## src/rtl/dffarb_pkg.sv

```systemverilog
// Shared types and helpers for the round-robin storage-register arbiter.
//   state_t : arbiter FSM states (IDLE, HOLD)
//   idw()   : index width for a count of n items (minimum 1 bit)
package dffarb_pkg;

  typedef enum logic {
    IDLE = 1'b0,
    HOLD = 1'b1
  } state_t;

  function automatic int unsigned idw(input int unsigned n);
    return (n > 1) ? int'($clog2(n)) : 1;
  endfunction

endpackage

```

## src/rtl/dff_bank_arbiter_rr_pick.sv

```systemverilog
// Combinational round-robin picker: first set request scanning ptr, ptr+1, ... mod N.
// Ports:
//   req     in  N    request vector
//   ptr     in  IDW  starting position of the scan
//   onehot  out N    one-hot winner (zero when no request)
//   idx     out IDW  winner index (zero when no request)
//   any_req out 1    at least one request is set
module rr_pick
  import dffarb_pkg::*;
#(
  parameter  int unsigned N   = 4,
  localparam int unsigned IDW = idw(N)
) (
  input  logic [N-1:0]   req,
  input  logic [IDW-1:0] ptr,
  output logic [N-1:0]   onehot,
  output logic [IDW-1:0] idx,
  output logic           any_req
);

  logic found;

  // Rotating scan; the first hit in scan order wins so onehot stays single-hot.
  always_comb begin
    onehot  = '0;
    idx     = '0;
    found   = 1'b0;
    for (int unsigned off = 0; off < N; off++) begin
      if (!found && req[(32'(ptr) + off) % N]) begin
        found                       = 1'b1;
        onehot[(32'(ptr) + off) % N] = 1'b1;
        idx                         = IDW'((32'(ptr) + off) % N);
      end
    end
    any_req = |req;
  end

endmodule

```

## src/rtl/dff_bank_arbiter.sv

```systemverilog
// Round-robin arbiter sharing one W-bit storage register among N requesters.
// A winner loads its word into q and owns it for up to HOLD_CYCLES cycles;
// one IDLE cycle always separates consecutive grants.
// Optional build macro: PRIORITY0_EN -- requester 0 wins whenever it requests
// and does not advance the round-robin pointer.
// Ports:
//   clock   in  1     rising-edge clock
//   reset_n in  1     asynchronous active-low reset
//   req     in  N     level requests, held until grant seen
//   wdata   in  N*W   requester i word at [i*W +: W]
//   gnt     out N     one-hot grant (registered)
//   q       out W     shared register contents
//   owner   out IDW   current/last winner index
//   busy    out 1     grant active
module dff_bank_arbiter
  import dffarb_pkg::*;
#(
  parameter  int unsigned N           = 4,
  parameter  int unsigned W           = 8,
  parameter  int unsigned HOLD_CYCLES = 2,
  localparam int unsigned IDW         = idw(N)
) (
  input  logic           clock,
  input  logic           reset_n,
  input  logic [N-1:0]   req,
  input  logic [N*W-1:0] wdata,
  output logic [N-1:0]   gnt,
  output logic [W-1:0]   q,
  output logic [IDW-1:0] owner,
  output logic           busy
);

  localparam int unsigned CW = idw(HOLD_CYCLES);

  // Parameter legality
  if (N < 2 || N > 16) begin : g_bad_n
    $error("dff_bank_arbiter: N must be in 2..16");
  end
  if (W < 1) begin : g_bad_w
    $error("dff_bank_arbiter: W must be >= 1");
  end
  if (HOLD_CYCLES < 1) begin : g_bad_hold
    $error("dff_bank_arbiter: HOLD_CYCLES must be >= 1");
  end

  state_t         state, state_n;
  logic [CW-1:0]  cnt, cnt_n;
  logic [IDW-1:0] ptr, ptr_n;
  logic [N-1:0]   gnt_n;
  logic [W-1:0]   q_n;
  logic [IDW-1:0] owner_n;
  logic           busy_n;

  logic [N-1:0]   pick_onehot, win_onehot;
  logic [IDW-1:0] pick_idx, win_idx, next_ptr;
  logic           any_req;
  logic [W-1:0]   words [N];

  // Unpack the flat data bus into per-requester words
  for (genvar i = 0; i < N; i++) begin : g_words
    assign words[i] = wdata[i*W +: W];
  end

  rr_pick #(.N(N)) u_pick (
    .req     (req),
    .ptr     (ptr),
    .onehot  (pick_onehot),
    .idx     (pick_idx),
    .any_req (any_req)
  );

  // Winner selection and pointer advance (optionally overridden by requester 0)
  always_comb begin
    win_onehot = pick_onehot;
    win_idx    = pick_idx;
    next_ptr   = (pick_idx == IDW'(N - 1)) ? '0 : pick_idx + IDW'(1);
`ifdef PRIORITY0_EN
    if (req[0]) begin
      win_onehot = N'(1);
      win_idx    = '0;
      next_ptr   = ptr;
    end
`endif
  end

  // Next-state and next-output logic
  always_comb begin
    state_n = state;
    cnt_n   = cnt;
    ptr_n   = ptr;
    gnt_n   = gnt;
    q_n     = q;
    owner_n = owner;
    busy_n  = busy;
    unique case (state)
      IDLE: begin
        if (any_req) begin
          state_n = HOLD;
          gnt_n   = win_onehot;
          owner_n = win_idx;
          q_n     = words[win_idx];
          busy_n  = 1'b1;
          cnt_n   = CW'(HOLD_CYCLES - 1);
          ptr_n   = next_ptr;
        end
      end
      HOLD: begin
        // Owner dropping its request ends the grant early
        if (cnt == '0 || !req[owner]) begin
          state_n = IDLE;
          gnt_n   = '0;
          busy_n  = 1'b0;
        end else begin
          cnt_n = cnt - CW'(1);
        end
      end
      default: state_n = IDLE;
    endcase
  end

  // State and output registers
  always_ff @(posedge clock or negedge reset_n) begin
    if (!reset_n) begin
      state <= IDLE;
      cnt   <= '0;
      ptr   <= '0;
      gnt   <= '0;
      q     <= '0;
      owner <= '0;
      busy  <= 1'b0;
    end else begin
      state <= state_n;
      cnt   <= cnt_n;
      ptr   <= ptr_n;
      gnt   <= gnt_n;
      q     <= q_n;
      owner <= owner_n;
      busy  <= busy_n;
    end
  end

endmodule

```

## config.mk

```make
export PLATFORM = sky130hd
export DESIGN_NAME = dff_bank_arbiter
export DESIGN_NICKNAME = d
export VERILOG_FILES = /design/src/rtl/dffarb_pkg.sv /design/src/rtl/dff_bank_arbiter_rr_pick.sv /design/src/rtl/dff_bank_arbiter.sv
export SDC_FILE = /design/constraint.sdc
export NUM_CORES = 1
export LEC_CHECK = 0
export BUFFER_PORTS_ARGS = -buffer_cell sky130_fd_sc_hd__buf_2
export CORE_MARGIN = 10
export CORE_UTILIZATION = 54
export DETAILED_ROUTE_END_ITERATION = 10
export PLACE_DENSITY = 0.94
export SLEW_MARGIN = 20
export SYNTH_ARGS = -nofsm -noshare
export SYNTH_HDL_FRONTEND = slang
export SYNTH_SLANG_ARGS = --single-unit
```

## constraint.sdc

```tcl
create_clock -name clock -period 7.8 [get_ports clock]
set_clock_uncertainty 0.1 [all_clocks]
set_input_delay 0 -clock clock [delete_from_list [all_inputs] [get_ports clock]]
set_output_delay 0 -clock clock [all_outputs]
set_load 0.05 [all_outputs]
```

=== Word level (Yosys, flattened, before mapping) ===
Cells that the tools add are included.

* Register bits: 19
* Word-level logic and storage cells: 92

* Add/sub/neg operators: 5
* Order comparisons: 10
* Equal/unequal tests: 4
* Mux-type cells: 44
* Bitwise operators: 6
* Reduce and logical (&&, ||, !) cells: 16

{| class="wikitable"
|+ Operators by type and width
! cell !! number
|-
| two-way mux 4 bit || 6
|-
| two-way mux 1 bit || 17
|-
| binary-select mux 8 bit (select 2 bit) || 1
|-
| two-way mux 8 bit || 2
|-
| less-than comparator 2 x 3 -> 1 bit, second input constant || 5
|-
| bitwise OR 4 bit || 3
|-
| binary-select mux 1 bit (select 2 bit) || 5
|-
| two-way mux 2 bit || 5
|-
| demux 1 bit (select 2 bit) || 4
|-
| greater-or-equal comparator 2 x 1 -> 1 bit, second input constant || 4
|-
| case mux 4 bit (2 select lines) || 1
|-
| logical AND 1 bit || 7
|-
| case mux 1 bit (2 select lines) || 3
|-
| AND reduction 2 bit || 3
|-
| adder 2 x 1 -> 2 bit, second input constant || 2
|-
| adder 2 bit, second input constant || 2
|-
| zero test 1 bit || 4
|-
| inequality test 2 bit, second input constant || 2
|-
| OR reduction 4 bit || 1
|-
| greater-or-equal comparator 3 bit, second input constant || 1
|-
| NOT 2 -> 3 bit || 1
|-
| == test 2 bit, second input constant || 1
|-
| inequality test 2 x 1 -> 1 bit, second input constant || 1
|-
| NOT 1 bit || 2
|-
| other kinds (2) || 2
|}

=== Depth between registers and ports, before layout ===
* Depth after elaboration: 16
* Mapped depth: 13
* Mapped depth without buffers: 9

=== By module ===
Synthesis repeated with hierarchy kept, for this count alone.

* Cells, all modules: 120
* Area total of the unflattened synthesis: 1,468.9 µm²

{| class="wikitable"
|+ By module, submodules not included
! module !! instances !! cells an instance !! area an instance (µm²) !! sequential area each (µm²)
|-
| dff_bank_arbiter || 1 || 73 || 1,042.2 || 475.5
|-
| rr_pick || 1 || 47 || 426.7 || 0.0
|}

=== Worst setup path after synthesis ===
No wires, ideal clock.

* Path type: reg-to-reg
* Start point: register ptr[1]
* End point: register q[1]
* Library setup time: 0.126 ns
* Arrival time: 2.776 ns
* Setup slack: 4.798 ns
* Cell stages (with the launch flop): 11
* Path buffers: 2
* Path through: dfrtp_1 -> inv_1 -> ha_1 -> clkbuf_1 -> mux4_2 -> inv_1 -> a211oi_2 -> or2_1 -> buf_6 -> mux2_4 -> a221o_1

* Word-level cells in the longest chain between the ends: 16
* Elaborated cells between the ends (all ways): 28
* Those cells by class: 3 x add/sub; 18 x mux; 1 x bitwise; 6 x reduce/logical

{| class="wikitable"
|+ Ends and longest elaborated chain
! element !! line !! source
|-
| start: declaration || dff_bank_arbiter.sv:48 || <nowiki>logic [IDW-1:0] ptr, ptr_n;</nowiki>
|-
| start signal: assignment || dff_bank_arbiter.sv:134 || <nowiki>ptr <= ptr_n;</nowiki>
|-
| parallel branches: the longest is 11 deep, another holds adder 2 x 1 -> 2 bit || - ||
|-
| two-way mux 2 bit * || dff_bank_arbiter_rr_pick.sv:29 || <nowiki>if (!found && req[(32'(ptr) + off) % N]) begin</nowiki>
|-
| NOT 2 -> 3 bit (not written as such) * || dff_bank_arbiter.sv:101 || <nowiki>q_n = words[win_idx];</nowiki>
|-
| binary-select mux 8 bit (select 2 bit) * || dff_bank_arbiter.sv:101 ||
|-
| two-way mux 8 bit (not written as such) * (2 in a row) || dff_bank_arbiter.sv:101 ||
|-
| end signal: assignment || dff_bank_arbiter.sv:136 || <nowiki>q <= q_n;</nowiki>
|-
| end: declaration || dff_bank_arbiter.sv:28 || <nowiki>output logic [W-1:0] q,</nowiki>
|}

Every way passes the cells marked *. The select of a mux whose other input is x is not followed.
A chain may end at the register's enable or synchronous reset.

=== Worst setup path in the final report ===
* Start point: register ptr[0]
* End point: register q[4]

The elaborated chain is that of the path after synthesis.

==> impl_metrics.tcl <==
set metrics [dict create \
    crit-reg2reg-launch "ptr[0]" \
    slew-limit-headroom 0.461 \
    setup_viol 0 \
    die_w_um 73.2 \
    power_frac_seq 0.209 \
    grt_max_degree 23 \
    switching_share 0.521 \
    leakagePower_nw 0.960 \
    synthToLayoutAreaGrowth_pct 32.5 \
    cts_tree "built" \
    grt-ovfl-total 0 \
    core_region_area_sq_um 2730 \
    yosysSeqAreaShare 0.311 \
    start_kind "flop" \
    synth_most_common_cell "nand2_1" \
    final_layout_size_suffix_gt1_frac 0.287 \
    syn_inst 162 \
    period_share 0.626 \
    worst_pin_slew_ns 0.809 \
    hp-class "in2async" \
    cts_max_path_buffers 2 \
    yosys.area.top_type_share 0.311 \
    crit_path_max_incr_delay_ns 0.84 \
    cp_max_fo 22 \
    antenna_cells 0 \
    yosys_most_used_dff "dfrtp_1" \
    slew_viol_final 0 \
    drcViolationCount 0 \
    fillers 184 \
    worstPathCellList "inv_1 -> ha_1 -> mux4_2 -> inv_1 -> a211oi_2 -> or2_1 -> mux2i_1 -> dlygate4sd3_1 -> o211ai_1 -> dlygate4sd3_1" \
    rsz0062_at_grt "false" \
    synth_area_leader_cell "dfrtp_1" \
    final_core_util 0.742 \
    power_density_nw_per_um2 463 \
    postSynthRegisterBits 19 \
    syn_avg_cell_area_sq_um 9.45 \
    post-cts-setup-buffers 0 \
    hold_ws_ns 0.0470 \
    final_cells 261 \
    dp.cells 233 \
    timing.reg2reg.setup_slack_ns 2.92 \
    clkPwrFrac 0.059 \
    setup_tns_ns 0 \
    drtIter0Drc 99 \
    syn-cell-area_sq_um 1530 \
    fmax_mhz 205 \
    synthArstFlopShare 1.00 \
    p_sw_uw 489 \
    routabilityCongestion 0.926 \
    finalPower_uw 938 \
    cts_sinks 19 \
    nets 278 \
    num_io_pins 53 \
    wl_um 4890 \
    p_int_uw 450 \
    synth_area_leaders "dfrtp_1 (31%), ha_1 (7.4%), o211ai_1 (7.4%), mux2i_1 (5.9%), mux4_2 (5.9%)" \
    via_per_inst 6.09 \
    clk_pin_slew_worst_paths_ns 0.12 \
    path_buf_inv 4 \
    design_area_sq_um 2030 \
    portBuffers 52 \
    start_util 0.560 \
    clkLatencyLatePin_ns 0.31 \
    placement.cell_area_sq_um 1760 \
    fp.dieH_um 73.2 \
    cts_root_buf "clkbuf_4" \
    detail-route-antenna-nets 0 \
    vias 1589 \
    irDropWorstVdd_uv 368 \
    ctsResizeCount 0 \
    maxCapViolations 0 \
    cp_slowest_cell "dfrtp_1" \
    antenna_found_initial 0 \
    hpwl_um 3010 \
    num_rows 19 \
    cp_top_family "buffers and inverters" \
    worstSetupPathType "reg2reg" \
    grt_pass1_wl_um 8040 \
    reg2reg_depth 10 \
    outcome "completed" \
    worstPathArrival_ns 5.00 \
    crit_required_ns 7.91 \
    crit_path_end_kind "flop" \
    die-area_sq_um 5360 \
    synth_edf_count 0 \
    worst_slack_ns 2.92 \
    synth_nets 209 \
    hold_violations 0 \
    post-route-min-period_ns 4.88 \
    synth_commonest_cells "nand2_1 (20), dfrtp_1 (19), o211ai_1 (15)" \
    comb_power_share 0.732 \
    grt_pass1_vias 1731 \
    grt_usage 0.185 \
    synth_cell_types 39 \
    numCtsBuffers 3 \
    dp_slack_ns 3.88 \
    drtPass1Iterations 4 \
    htreeDepth 1 \
    r2r-end "q[4]" \
    yosysWarnings 0 \
    routedWlPerCell_um 18.7 \
]
-- worst max-delay path by stage --
| stage | slack, ns | cells after the start | end | start |
|---|---|---|---|---|
| 2_1_floorplan | 4.80 | 10 | q[1] | ptr[1] |
| 3_3_place_gp | 4.01 | 8 | q[1] | ptr[0] |
| 3_5_place_dp | 3.88 | 8 | q[1] | ptr[0] |
| 4_1_cts | 3.05 | 10 | q[4] | ptr[0] |
| 5_1_grt | 2.59 | 10 | q[4] | ptr[0] |
| 6_report | 2.92 | 10 | q[4] | ptr[0] |
-- per-layer routing --
metal	GRT usage	wire, um
met4	0.0992	185
met1	0.204	1780
met5	0	0
met2	0.308	2410
met3	0.0599	510
-- sequential cells by signal (all words and copies together), names as in the netlist --
signal  cells
ptr         2
state       1
busy        1
q           8
owner       2
gnt         4
cnt         1
-- worst reg2reg max path, delay by kind of cell (launching register included) --
kind / cells / cell delay [ns]
AO/OA/AOI/OAI: 2 / 0.53
flip-flops: 1 / 0.84
adder cells (fa/ha/maj): 1 / 0.45
multiplexers: 2 / 0.66
buffers and inverters: 4 / 1.50
AND/OR/NAND/NOR: 1 / 0.71
-- final cells by class --
class	count	area, sq um	area share
Multi-Input combinational cell	127	972	0.479
Timing Repair Buffer	76	500	0.247
Sequential cell	19	475	0.234
Tap cell	31	38.8	0.0191
Clock buffer	4	26.3	0.0130
Inverter	4	15.0	0.00740
-- power by group through the flow --
stage	combinational, mW	clock [mW]	sequential (mW)
after CTS	0.662	0.0539	0.193
after detailed placement	0.579	0	0.194
after global routing	0.743	0.0575	0.205
after floorplan	0.386	0	0.291
final	0.687	0.0551	0.196
after global placement	0.563	0	0.193
-- cell families (layout without fill, tap and decap cells) --
logic type / after synthesis / in the layout / synth area share
compound gates: 58 / 58 / 0.281
fa+ha+maj: 9 / 9 / 0.0736
buf+inv: 16 / 84 / 0.0540
flops: 19 / 19 / 0.311
mux: 15 / 15 / 0.135
simple gates: 45 / 45 / 0.146
-- cells in the final DEF, fill, tap and decap left out, types with 2 or more instances in the layout --
master         instances
a21o_1                 2
ha_1                   9
clkbuf_4               3
mux4_2                 4
a211oi_2               2
dlygate4sd3_1         24
buf_2                 52
and3b_1                2
o211ai_1              15
inv_1                  4
a221oi_1               4
o21ai_0                8
o21bai_1               7
a22oi_1                4
nor2_1                 9
nand2b_1               6
mux2i_1                9
a21oi_1                7
nand2_1               20
nor3b_1                2
dfrtp_1               19
-- timing repair --
| item | CTS | global route |
|---|---|---|
| endpoints found under the hold margin | 27 | 0 |
| hold buffers | 24 | 0 |
| endpoints found under the setup margin | 0 | 0 |
Power figures use the tool's default switching activity.
